### src/rtl/regfile_write_arbiter.sv
// Arbitrates the register file's single write port among NREQ valid/ready requesters and
// runs a clear sequence that zeroes x1..x31. Define ARB_FIXED_PRIO_EN for fixed priority.
module regfile_write_arbiter #(
    parameter int NREQ = 2,
    parameter int AW   = 5,
    parameter int DW   = 32
) (
    input  logic               CLK,
    input  logic               areset,
    input  logic [NREQ-1:0]    req_valid,
    input  logic [NREQ*AW-1:0] req_addr,
    input  logic [NREQ*DW-1:0] req_data,
    output logic [NREQ-1:0]    req_ready,
    input  logic               clr_req,
    output logic               clr_busy,
    output logic               clr_done,
    output logic               WE3,
    output logic [AW-1:0]      A3,
    output logic [DW-1:0]      WD3
);
    typedef enum logic {ARB, CLEAR} state_t;

    localparam logic [AW-1:0] LAST_ADDR = '1;

    state_t          state_q, state_d;
    logic [AW-1:0]   clr_cnt_q, clr_cnt_d;
    logic            we3_q, we3_d;
    logic [AW-1:0]   a3_q, a3_d;
    logic [DW-1:0]   wd3_q, wd3_d;
    logic            clr_busy_q, clr_busy_d;
    logic            clr_done_q, clr_done_d;

    logic [NREQ-1:0] pick;
    logic [NREQ-1:0] grant;
    logic [AW-1:0]   gnt_addr;
    logic [DW-1:0]   gnt_data;
    logic            arb_open;
    logic            hs;

`ifndef ARB_FIXED_PRIO_EN
    localparam int PW = (NREQ > 1) ? $clog2(NREQ) : 1;

    logic [PW-1:0]   rr_ptr_q, rr_ptr_d;
    logic [PW-1:0]   gnt_idx;
    logic [NREQ-1:0] upper;

    // Requesters at or above the pointer get first chance; fall back to the rest.
    always_comb begin
        for (int i = 0; i < NREQ; i++) begin
            upper[i] = req_valid[i] && (PW'(i) >= rr_ptr_q);
        end
        pick = (upper != '0) ? upper : req_valid;
    end
`else
    assign pick = req_valid;
`endif

    // Lowest set bit of pick wins.
    always_comb begin
        grant    = '0;
        gnt_addr = '0;
        gnt_data = '0;
`ifndef ARB_FIXED_PRIO_EN
        gnt_idx  = '0;
`endif
        for (int i = NREQ - 1; i >= 0; i--) begin
            if (pick[i]) begin
                grant    = '0;
                grant[i] = 1'b1;
                gnt_addr = req_addr[i*AW +: AW];
                gnt_data = req_data[i*DW +: DW];
`ifndef ARB_FIXED_PRIO_EN
                gnt_idx  = PW'(i);
`endif
            end
        end
    end

    assign arb_open  = areset && (state_q == ARB) && !clr_req;
    assign req_ready = arb_open ? grant : '0;
    assign hs        = |(req_ready & req_valid);

`ifndef ARB_FIXED_PRIO_EN
    always_comb begin
        rr_ptr_d = rr_ptr_q;
        if (hs) begin
            rr_ptr_d = (gnt_idx == PW'(NREQ - 1)) ? '0 : gnt_idx + 1'b1;
        end
    end

    always_ff @(posedge CLK or negedge areset) begin
        if (!areset) rr_ptr_q <= '0;
        else         rr_ptr_q <= rr_ptr_d;
    end
`endif

    always_comb begin
        state_d    = state_q;
        clr_cnt_d  = clr_cnt_q;
        we3_d      = 1'b0;
        a3_d       = a3_q;
        wd3_d      = wd3_q;
        clr_busy_d = 1'b0;
        clr_done_d = 1'b0;
        case (state_q)
            ARB: begin
                if (clr_req) begin
                    state_d    = CLEAR;
                    clr_cnt_d  = AW'(1);
                    we3_d      = 1'b1;
                    a3_d       = AW'(1);
                    wd3_d      = '0;
                    clr_busy_d = 1'b1;
                end else if (hs) begin
                    // x0 writes are accepted but never reach the register file.
                    we3_d = (gnt_addr != '0);
                    a3_d  = gnt_addr;
                    wd3_d = gnt_data;
                end
            end
            CLEAR: begin
                if (clr_cnt_q == LAST_ADDR) begin
                    state_d    = ARB;
                    clr_done_d = 1'b1;
                end else begin
                    clr_cnt_d  = clr_cnt_q + 1'b1;
                    we3_d      = 1'b1;
                    a3_d       = clr_cnt_q + 1'b1;
                    wd3_d      = '0;
                    clr_busy_d = 1'b1;
                end
            end
            default: state_d = ARB;
        endcase
    end

    always_ff @(posedge CLK or negedge areset) begin
        if (!areset) begin
            state_q    <= ARB;
            clr_cnt_q  <= '0;
            we3_q      <= 1'b0;
            a3_q       <= '0;
            wd3_q      <= '0;
            clr_busy_q <= 1'b0;
            clr_done_q <= 1'b0;
        end else begin
            state_q    <= state_d;
            clr_cnt_q  <= clr_cnt_d;
            we3_q      <= we3_d;
            a3_q       <= a3_d;
            wd3_q      <= wd3_d;
            clr_busy_q <= clr_busy_d;
            clr_done_q <= clr_done_d;
        end
    end

    assign WE3      = we3_q;
    assign A3       = a3_q;
    assign WD3      = wd3_q;
    assign clr_busy = clr_busy_q;
    assign clr_done = clr_done_q;
endmodule

### config.mk
export PLATFORM = sky130hd
export DESIGN_NAME = regfile_write_arbiter
export DESIGN_NICKNAME = d
export VERILOG_FILES = /design/src/rtl/regfile_write_arbiter.sv
export SDC_FILE = /design/constraint.sdc
export NUM_CORES = 1
export LEC_CHECK = 0
export ABC_AREA = 1
export BUFFER_PORTS_ARGS = -buffer_cell sky130_fd_sc_hd__buf_2
export CAP_MARGIN = 40
export CORE_UTILIZATION = 43
export CTS_CLUSTER_DIAMETER = 120
export CTS_CLUSTER_SIZE = 12
export DETAILED_ROUTE_END_ITERATION = 10
export HOLD_SLACK_MARGIN = 0.03
export PLACE_DENSITY = 0.77
export RECOVER_POWER = 50
export SETUP_SLACK_MARGIN = 0.2
export SYNTH_ARGS = -nofsm -noshare
export SYNTH_HDL_FRONTEND = slang
export SYNTH_SLANG_ARGS = --single-unit
### constraint.sdc
create_clock -name CLK -period 1.82 [get_ports CLK]
set_input_delay 0.091 -clock CLK [delete_from_list [all_inputs] [get_ports CLK]]
set_output_delay 0.091 -clock CLK [all_outputs]
set_load 0.005 [all_outputs]
## Word-level counts from Yosys, hierarchy flattened

Cells that the tools add are included.
Widths: inputs -> output; s select.

- Reduce and logical (&&, ||, !) cells: 10
- $lt $le $gt $ge: 2
- Eq/ne operators: 4
- Add/sub/neg operators: 2
- Multiplexer cells: 29
- Bitwise operators: 2

Operator list:

| kind | count |
|---|---|
| $mux 32 | 5 |
| $pmux 32 s2 | 1 |
| $mux 5 | 6 |
| $pmux 5 s2 | 2 |
| $mux 1 | 9 |
| $mux 2 | 4 |
| $add 5x1->5 const B | 1 |
| $eq 5x5->1 const B | 1 |
| $reduce_bool 5->1 | 1 |
| $logic_and 1x1->1 | 4 |
| $ne 2x2->1 const B | 2 |
| $pmux 1 s2 | 2 |
| $reduce_and 2->1 | 2 |
| $ne 3x3->1 const B | 1 |
| $and 2x2->2 | 1 |
| $ge 1x1->1 const A | 2 |
| $reduce_bool 2->1 | 1 |
| $reduce_or 2->1 | 1 |
| $add 1x1->1 const B | 1 |
| $logic_not 1->1 | 1 |
| $not 1->1 | 1 |

- Register bits: 46
- Logic and storage cells: 56
- Bits of input ports: 79
- Output and inout port bits: 42

## Longest topological paths before layout

Gate-level depths: netlist of run 1.

- Word-level depth: 12
- Depth in mapped cells: 10
- Mapped depth without buffers: 10

## Worst setup path after synthesis of run 1

OpenSTA, ideal clock, no wires.

- Path kind: flip-flop to flip-flop
- Start: reg clr_cnt_q[0]
- End: reg wd3_q[10] (netlist: WD3[10])
- Clock period less this slack: 1.783 ns
- Slack: 0.037 ns
- Data arrival time: 1.666 ns
- Path buffers: 2
- Stages on the path, launching flop included: 10
- Setup time: 0.117 ns
- Required time: 1.703 ns
- Cells stage by stage: dfrtp_1 ha_1 nand2_1 nor2_1 ha_1 or2_0 buf_4 buf_2 nand3_2 nand2_1

- Longest elaborated chain between the ends: 3

RTL lines:

| element | line | text |
|---|---|---|
| from (decl) | 26 | `logic [AW-1:0] clr_cnt_q, clr_cnt_d;` |
| from (signal assigned) | 148 | `clr_cnt_q <= clr_cnt_d;` |
| $eq 5x5->1 | 122 | `if (clr_cnt_q == LAST_ADDR) begin` |
| $ne 2x2->1 (no line) | - |  |
| $reduce_and 2->1 (no line) | - |  |
| to (signal assigned) | 151 | `wd3_q <= wd3_d;` |
| to (decl) | 29 | `logic [DW-1:0] wd3_q, wd3_d;` |

Every way passes these cells.
A chain may end at the register's enable or synchronous reset.

## Worst setup path after layout of run 1

- Start: reg clr_cnt_q[1]
- End: reg wd3_q[15] (netlist: WD3[15])

The elaborated chain is that of the path after synthesis.

==> results of run 1 <==
worst max-delay path, stage by stage (launching register included):
cell     delay (ns)
dfrtp_1        0.41
ha_2           0.20
nand2_1        0.05
nor2_1         0.04
ha_2           0.18
or2_4          0.26
buf_6          0.18
nand3_1        0.10
nand2_1        0.05
power by group through the flow:
stage                     sequential (mW)  combinational (mW)  clock, mW
after floorplan                      1.32               0.885          0
after global placement               1.33                1.27          0
after detailed placement             1.33                1.29          0
after CTS                            1.31                1.31      0.657
after global routing                 1.33                1.50      0.706
final                                1.31                1.34      0.638
logic make-up after synthesis:
logic type / count (synthesis) / share of synthesized area (%)
AND/OR/NAND/NOR: 203 / 36.6
flip-flops: 46 / 43.5
AO/OA/AOI/OAI: 45 / 10.9
buffers and inverters: 35 / 8.17
adder cells (fa/ha/maj): 2 / 0.945
metal layers:
layer	GRT usage (%)	up-vias	routed length, um
met5	0	-	0
met3	4.09	5	363
li1	-	1317	-
met4	3.75	0	41
met2	39.9	85	3280
met1	25.7	1213	3060
synth_stat cells (all sizes together):
| cell type | number |
|---|---|
| nand2 | 150 |
| dfrtp | 46 |
| nand3 | 44 |
| a21oi | 23 |
| buf | 17 |
| inv | 16 |
| a22o | 13 |
| o21ai | 8 |
| nor2 | 7 |
| clkbuf | 2 |
| ha | 2 |
| nand3b | 1 |
| o31ai | 1 |
| or2 | 1 |
sequential cells by signal, summed over array words and instances (netlist names):
| name | flops |
|---|---|
| A3 | 5 |
| rr_ptr_q | 1 |
| clr_busy | 1 |
| WD3 | 32 |
| clr_cnt_q | 5 |
| WE3 | 1 |
| clr_done | 1 |
through the flow:
step	instance area (um^2)	power [mW]	std cells	setup WS, ns
after detailed placement	3310	2.62	521	0.165
final	3440	3.29	531	0.241
after global placement	3310	2.60	521	0.217
after CTS	3420	3.28	530	0.198
after global routing	3440	3.54	531	0.102
after floorplan	2670	2.21	331	0.225
area by class of cell:
cell class              count  area (um^2)  share of cell area [%]
clock buffers               5         68.8                    2.00
multi-input cells         250         1300                    37.8
inverters                  16         62.6                    1.82
well taps                  75         93.8                    2.73
repair buffers            136          736                    21.4
flip-flops and latches     46         1150                    33.5
clock inverters             3         23.8                   0.692
worst min path at each step:
| stage | slack [ns] | from | end |
|---|---|---|---|
| after floorplan | -0.20 | areset | A3[0]$_DFFE_PN0P_ |
| after global placement | 0.25 | areset | WE3$_DFF_PN0_ |
| after detailed placement | 0.26 | areset | WD3[9]$_DFFE_PN0P_ |
| after CTS | 0.1 | req_data[39] | WD3[7]$_DFFE_PN0P_ |
| after global routing | 0.12 | req_data[39] | WD3[7]$_DFFE_PN0P_ |
| final | 0.11 | req_data[39] | WD3[7]$_DFFE_PN0P_ |
what timing repair did:
item | CTS | global route
gates resized for setup | 2 | 8
setup buffers | 0 | 1
hold endpoints to repair | 46 | 0
endpoints found under the setup margin | 19 | 43
hold buffers | 1 | 0
==> results.sh, run 1 <==
export IMPL_tightest_slew_ns=1.12
export IMPL_crit_arrival_ns=1.77
export IMPL_synthDistinctLibCells=26
export IMPL_rows=28
export IMPL_syn_nets=412
export IMPL_yosysSeqAreaShare_pct=43.5
export IMPL_status="finished, final reports clean"
export IMPL_cts_tree="yes"
export IMPL_first_global_vias=2385
export IMPL_portBuffers=120
export IMPL_ys_warn_count=0
export IMPL_core_area_mm2=0.00592
export IMPL_max_vdd_ir_drop_mv=0.579
export IMPL_start_kind="register"
export IMPL_vias_per_cell=4.93
export IMPL_cp_endpoint="WD3[15]$_DFFE_PN0P_"
export IMPL_switching_share_pct=39.0
export IMPL_htree_levels=2
export IMPL_final_util_pct=58.0
export IMPL_fin_crit_ns=1.58
export IMPL_dp_hpwl_um=5110
export IMPL_required_ns=2.02
export IMPL_avgSynthCellArea_um2=8.00
export IMPL_grt_overflow=0
export IMPL_place_gp_congestion=0.888
export IMPL_die_y_um=80.5
export IMPL_n_antenna_cell=0
export IMPL_skew_ns=0.0105
export IMPL_rr_startpoint="clr_cnt_q[1]$_DFFE_PN0P_"
export IMPL_mostFrequentLayoutCell="nand2_1"
export IMPL_grt_usage_pct=21.5
export IMPL_maxSlewHeadroom_pct=25.1
export IMPL_yosysTopAreaCell="dfrtp_1"
export IMPL_wl_per_cell_um=12.7
export IMPL_grt_pass1_wl_um=10800
export IMPL_nNetsFinal=536
export IMPL_hold_viol=0
export IMPL_syn_inst=331
export IMPL_insertion_delay_ns=0.30
export IMPL_regToRegEndpoint="WD3[15]$_DFFE_PN0P_"
export IMPL_power_leakage_nw=1.90
export IMPL_synthesis_area_mm2=0.00265
export IMPL_power_frac_comb_pct=40.8
export IMPL_switching_power_mw=1.28
export IMPL_cts_buffers=5
export IMPL_regToRegSetupSlack_ns=0.24
export IMPL_die_w_um=80.5
export IMPL_maxCapViolations=0
export IMPL_dieArea_mm2=0.00648
export IMPL_seqPwrFrac_pct=39.8
export IMPL_drc=0
export IMPL_synthTopCellsByArea="dfrtp_1, nand2_1, nand3_2, nand3_1, a22o_1"
export IMPL_setup_viol=0
export IMPL_p_clk_share_pct=19.4
export IMPL_critPathCaptureType="register"
export IMPL_netlist_area_leader_share_pct=43.5
export IMPL_drt_iter0_markers=118
export IMPL_crit_fanout=18
export IMPL_cp_startpoint="clr_cnt_q[1]$_DFFE_PN0P_"
export IMPL_min_delay_path_depth=4
export IMPL_rr_worst_depth=8
export IMPL_holdWs_ns=0.106
export IMPL_start_util_pct=44.7
export IMPL_ys_seq_elements=46
export IMPL_p_int_mw=2.01
export IMPL_cts_sink_count=46
export IMPL_cts_buffer_depth=2
export IMPL_setup_tns_final_ns=0
export IMPL_vias=2620
export IMPL_antenna_found_initial=0
export IMPL_grt_max_degree=47
export IMPL_critical_path_class="reg2reg"
export IMPL_antenna_left=0
export IMPL_drv_slew=0
export IMPL_cts_root_buf="clkbuf_8"
export IMPL_syn_to_final_growth_pct=29.7
export IMPL_fmax_mhz=633
export IMPL_power_density_mw_per_mm2=958
export IMPL_rsz0062_at_grt="true"
export IMPL_holdCritPathClass="in2reg"
export IMPL_drive_above_1_share_pct=35.1
export IMPL_pin_count=121
export IMPL_drt_total_wl_um=6740
export IMPL_first_pass_iters=4
export IMPL_clk_pin_slew_worst_paths_ns=0.09
export IMPL_mostFrequentLayoutCells="nand2_1, buf_2, dfrtp_1"
export IMPL_fillCellCount=581
export IMPL_post_route_period_util_pct=86.8
Note: power is estimated with default switching activity, not from simulation.
==> run 2, diff against run 1 <==
--- a/config.mk
+++ b/config.mk
@@ -6,14 +6,14 @@
 export NUM_CORES = 1
 export LEC_CHECK = 0
 export ABC_AREA = 1
-export BUFFER_PORTS_ARGS = -buffer_cell sky130_fd_sc_hd__buf_2
 export CAP_MARGIN = 40
-export CORE_UTILIZATION = 43
+export CORE_UTILIZATION = 65
 export CTS_CLUSTER_DIAMETER = 120
 export CTS_CLUSTER_SIZE = 12
 export DETAILED_ROUTE_END_ITERATION = 10
+export DONT_BUFFER_PORTS = 1
 export HOLD_SLACK_MARGIN = 0.03
-export PLACE_DENSITY = 0.77
+export PLACE_DENSITY = 0.81
 export RECOVER_POWER = 50
 export SETUP_SLACK_MARGIN = 0.2
 export SYNTH_ARGS = -nofsm -noshare
==> constraint.sdc (replaced) <==
create_clock -name CLK -period 1.9 [get_ports CLK]
set_input_delay 0.095 -clock CLK [delete_from_list [all_inputs] [get_ports CLK]]
set_output_delay 0.095 -clock CLK [all_outputs]
set_load 0.005 [all_outputs]
==> results.sh, run 2 (synthesized netlist as in run 1, its figures left out) <==
export IMPL_switching_power_mw=1.21
export IMPL_rows=22
export IMPL_grt_pass1_wl_um=10600
export IMPL_post_route_period_util_pct=86.7
export IMPL_n_antenna_cell=0
export IMPL_dp_hpwl_um=4240
export IMPL_rsz0062_at_grt="false"
export IMPL_syn_to_final_growth_pct=16.0
export IMPL_core_area_mm2=0.00377
export IMPL_pin_count=121
export IMPL_grt_usage_pct=33.4
export IMPL_antenna_left=0
export IMPL_first_pass_iters=5
export IMPL_htree_levels=2
export IMPL_start_kind="register"
export IMPL_fin_crit_ns=1.65
export IMPL_antenna_found_initial=0
export IMPL_power_frac_comb_pct=38.7
export IMPL_setup_viol=0
export IMPL_crit_chain="ha_2 > nand2_2 > nor2_2 > ha_2 > or2_4 > buf_6 > nand3_2 > nand2_1"
export IMPL_p_total_mw=3.11
export IMPL_maxCapViolations=0
export IMPL_clk_pin_slew_worst_paths_ns=0.09
export IMPL_cts_buffer_depth=2
export IMPL_crit_slowest_cell="dfrtp_1"
export IMPL_tightest_slew_ns=1.13
export IMPL_switching_share_pct=38.9
export IMPL_seqPwrFrac_pct=41.5
export IMPL_holdWs_ns=0.0285
export IMPL_wl_per_cell_um=16.9
export IMPL_portBuffers=0
export IMPL_mostFrequentLayoutCells="nand2_1, dfrtp_1, dlygate4sd3_1"
export IMPL_status="finished, final reports clean"
export IMPL_cts_buffers=5
export IMPL_final_util_pct=81.5
export IMPL_critical_path_class="reg2reg"
export IMPL_dieArea_mm2=0.00433
export IMPL_fmax_mhz=607
export IMPL_hold_viol=0
export IMPL_cp_common_cell="ha_2"
export IMPL_power_density_mw_per_mm2=1010
export IMPL_cts_sink_count=46
export IMPL_cp_top_family="simple AND/OR/NAND/NOR gates"
export IMPL_vias=2420
export IMPL_required_ns=2.10
export IMPL_path_buf_inv=1
export IMPL_setup_tns_final_ns=0
export IMPL_place_gp_congestion=0.864
export IMPL_crit_fanout=11
export IMPL_drv_slew=0
export IMPL_p_clk_share_pct=19.8
export IMPL_insertion_delay_ns=0.30
export IMPL_power_leakage_nw=1.57
export IMPL_mostFrequentLayoutCell="nand2_1"
export IMPL_drt_total_wl_um=6880
export IMPL_drive_above_1_share_pct=16.5
export IMPL_holdCritPathClass="in2reg"
export IMPL_drt_iter0_markers=182
export IMPL_cts_tree="yes"
export IMPL_cts_root_buf="clkbuf_8"
export IMPL_p_int_mw=1.90
export IMPL_critPathMaxStageDelay_ns=0.40
export IMPL_crit_arrival_ns=1.84
export IMPL_drc=0
export IMPL_skew_ns=0.00782
export IMPL_die_y_um=65.8
export IMPL_grt_overflow=0
export IMPL_max_vdd_ir_drop_mv=0.848
export IMPL_maxSlewHeadroom_pct=25.0
export IMPL_vias_per_cell=5.96
export IMPL_die_w_um=65.8
export IMPL_largest_reg_flops=32
export IMPL_grt_max_degree=47
export IMPL_first_global_vias=2362
export IMPL_start_util_pct=70.2
export IMPL_nNetsFinal=438
export IMPL_critPathCaptureType="register"
[run 2: cell types whose count changed in the layout (fill, tap and decap cells not counted), sizes merged]
cell         previous run  this run
inv                    17        16
buf                   114        11
clkinvlp                2         0
clkinv                  0         1
clkbuf                 26         8
dlygate4sd3             1        26
[run 2: through the flow]
| stage | setup slack, ns | instance area (um^2) | std cells |
|---|---|---|---|
| 6_report | 0.253 | 3070 | 406 |
| 2_1_floorplan | 0.206 | 2660 | 331 |
| 4_1_cts | 0.218 | 3050 | 405 |
| 5_1_grt | 0.187 | 3070 | 406 |
| 3_5_place_dp | 0.108 | 2660 | 369 |
| 3_3_place_gp | 0.178 | 2660 | 369 |
[run 2: repair_timing]
item | in CTS | in global routing
gates resized for setup | 2 | 12
hold buffers | 27 | 0
setup endpoints to repair | 38 | 43
pin swaps | 0 | 7
endpoints found under the hold margin | 64 | 0
buffers inserted | 1 | 1
[run 2: area by class of cell]
class,instances,area (um^2)
clock buffers,7,86.3
clock inverters,1,5.00
fillers,253,698
inverters,16,65.1
multi-input cells,250,1300
flip-flops and latches,46,1150
well taps,48,60.1
repair buffers,38,400
[run 2: path summary, 6_finish.rpt]
check                                    startpoint  slack [ns]  cells past startpoint                       end
setup / recovery           clr_cnt_q[1]$_DFFE_PN0P_        0.25                      8        WD3[7]$_DFFE_PN0P_
hold / removal                         req_data[38]        0.03                      3        WD3[6]$_DFFE_PN0P_
setup reg to reg           clr_cnt_q[1]$_DFFE_PN0P_        0.25                      8        WD3[7]$_DFFE_PN0P_
hold reg to reg            clr_cnt_q[3]$_DFFE_PN0P_        0.50                      2  clr_cnt_q[3]$_DFFE_PN0P_
max in group asynchronous                    areset        0.59                      2        clr_busy$_DFF_PN0_
min in group asynchronous                    areset        0.54                      2        WD3[7]$_DFFE_PN0P_
[run 2: power by group through the flow]
stage               registers [mW]  logic, mW  clock network [mW]
finish                        1.29       1.20               0.615
global route                  1.31       1.34               0.668
CTS                           1.28       1.13               0.623
detailed placement            1.30       1.02                   0
global placement              1.31      0.976                   0
floorplan                     1.27      0.832                   0
[run 2: routing by layer]
| layer | up-vias | track usage [%] | wire (um) |
|---|---|---|---|
| met5 | - | 0 | 0 |
| met4 | 0 | 20.9 | 282 |
| met3 | 31 | 8.62 | 610 |
| met2 | 135 | 55.9 | 3510 |
| met1 | 1130 | 37.7 | 2480 |
| li1 | 1124 | - | - |
[run 2: tightest hold or removal path, stage by stage]
cell and delay [ns]:
a22o_1 0.11, nand2_1 0.05, nand2_1 0.05
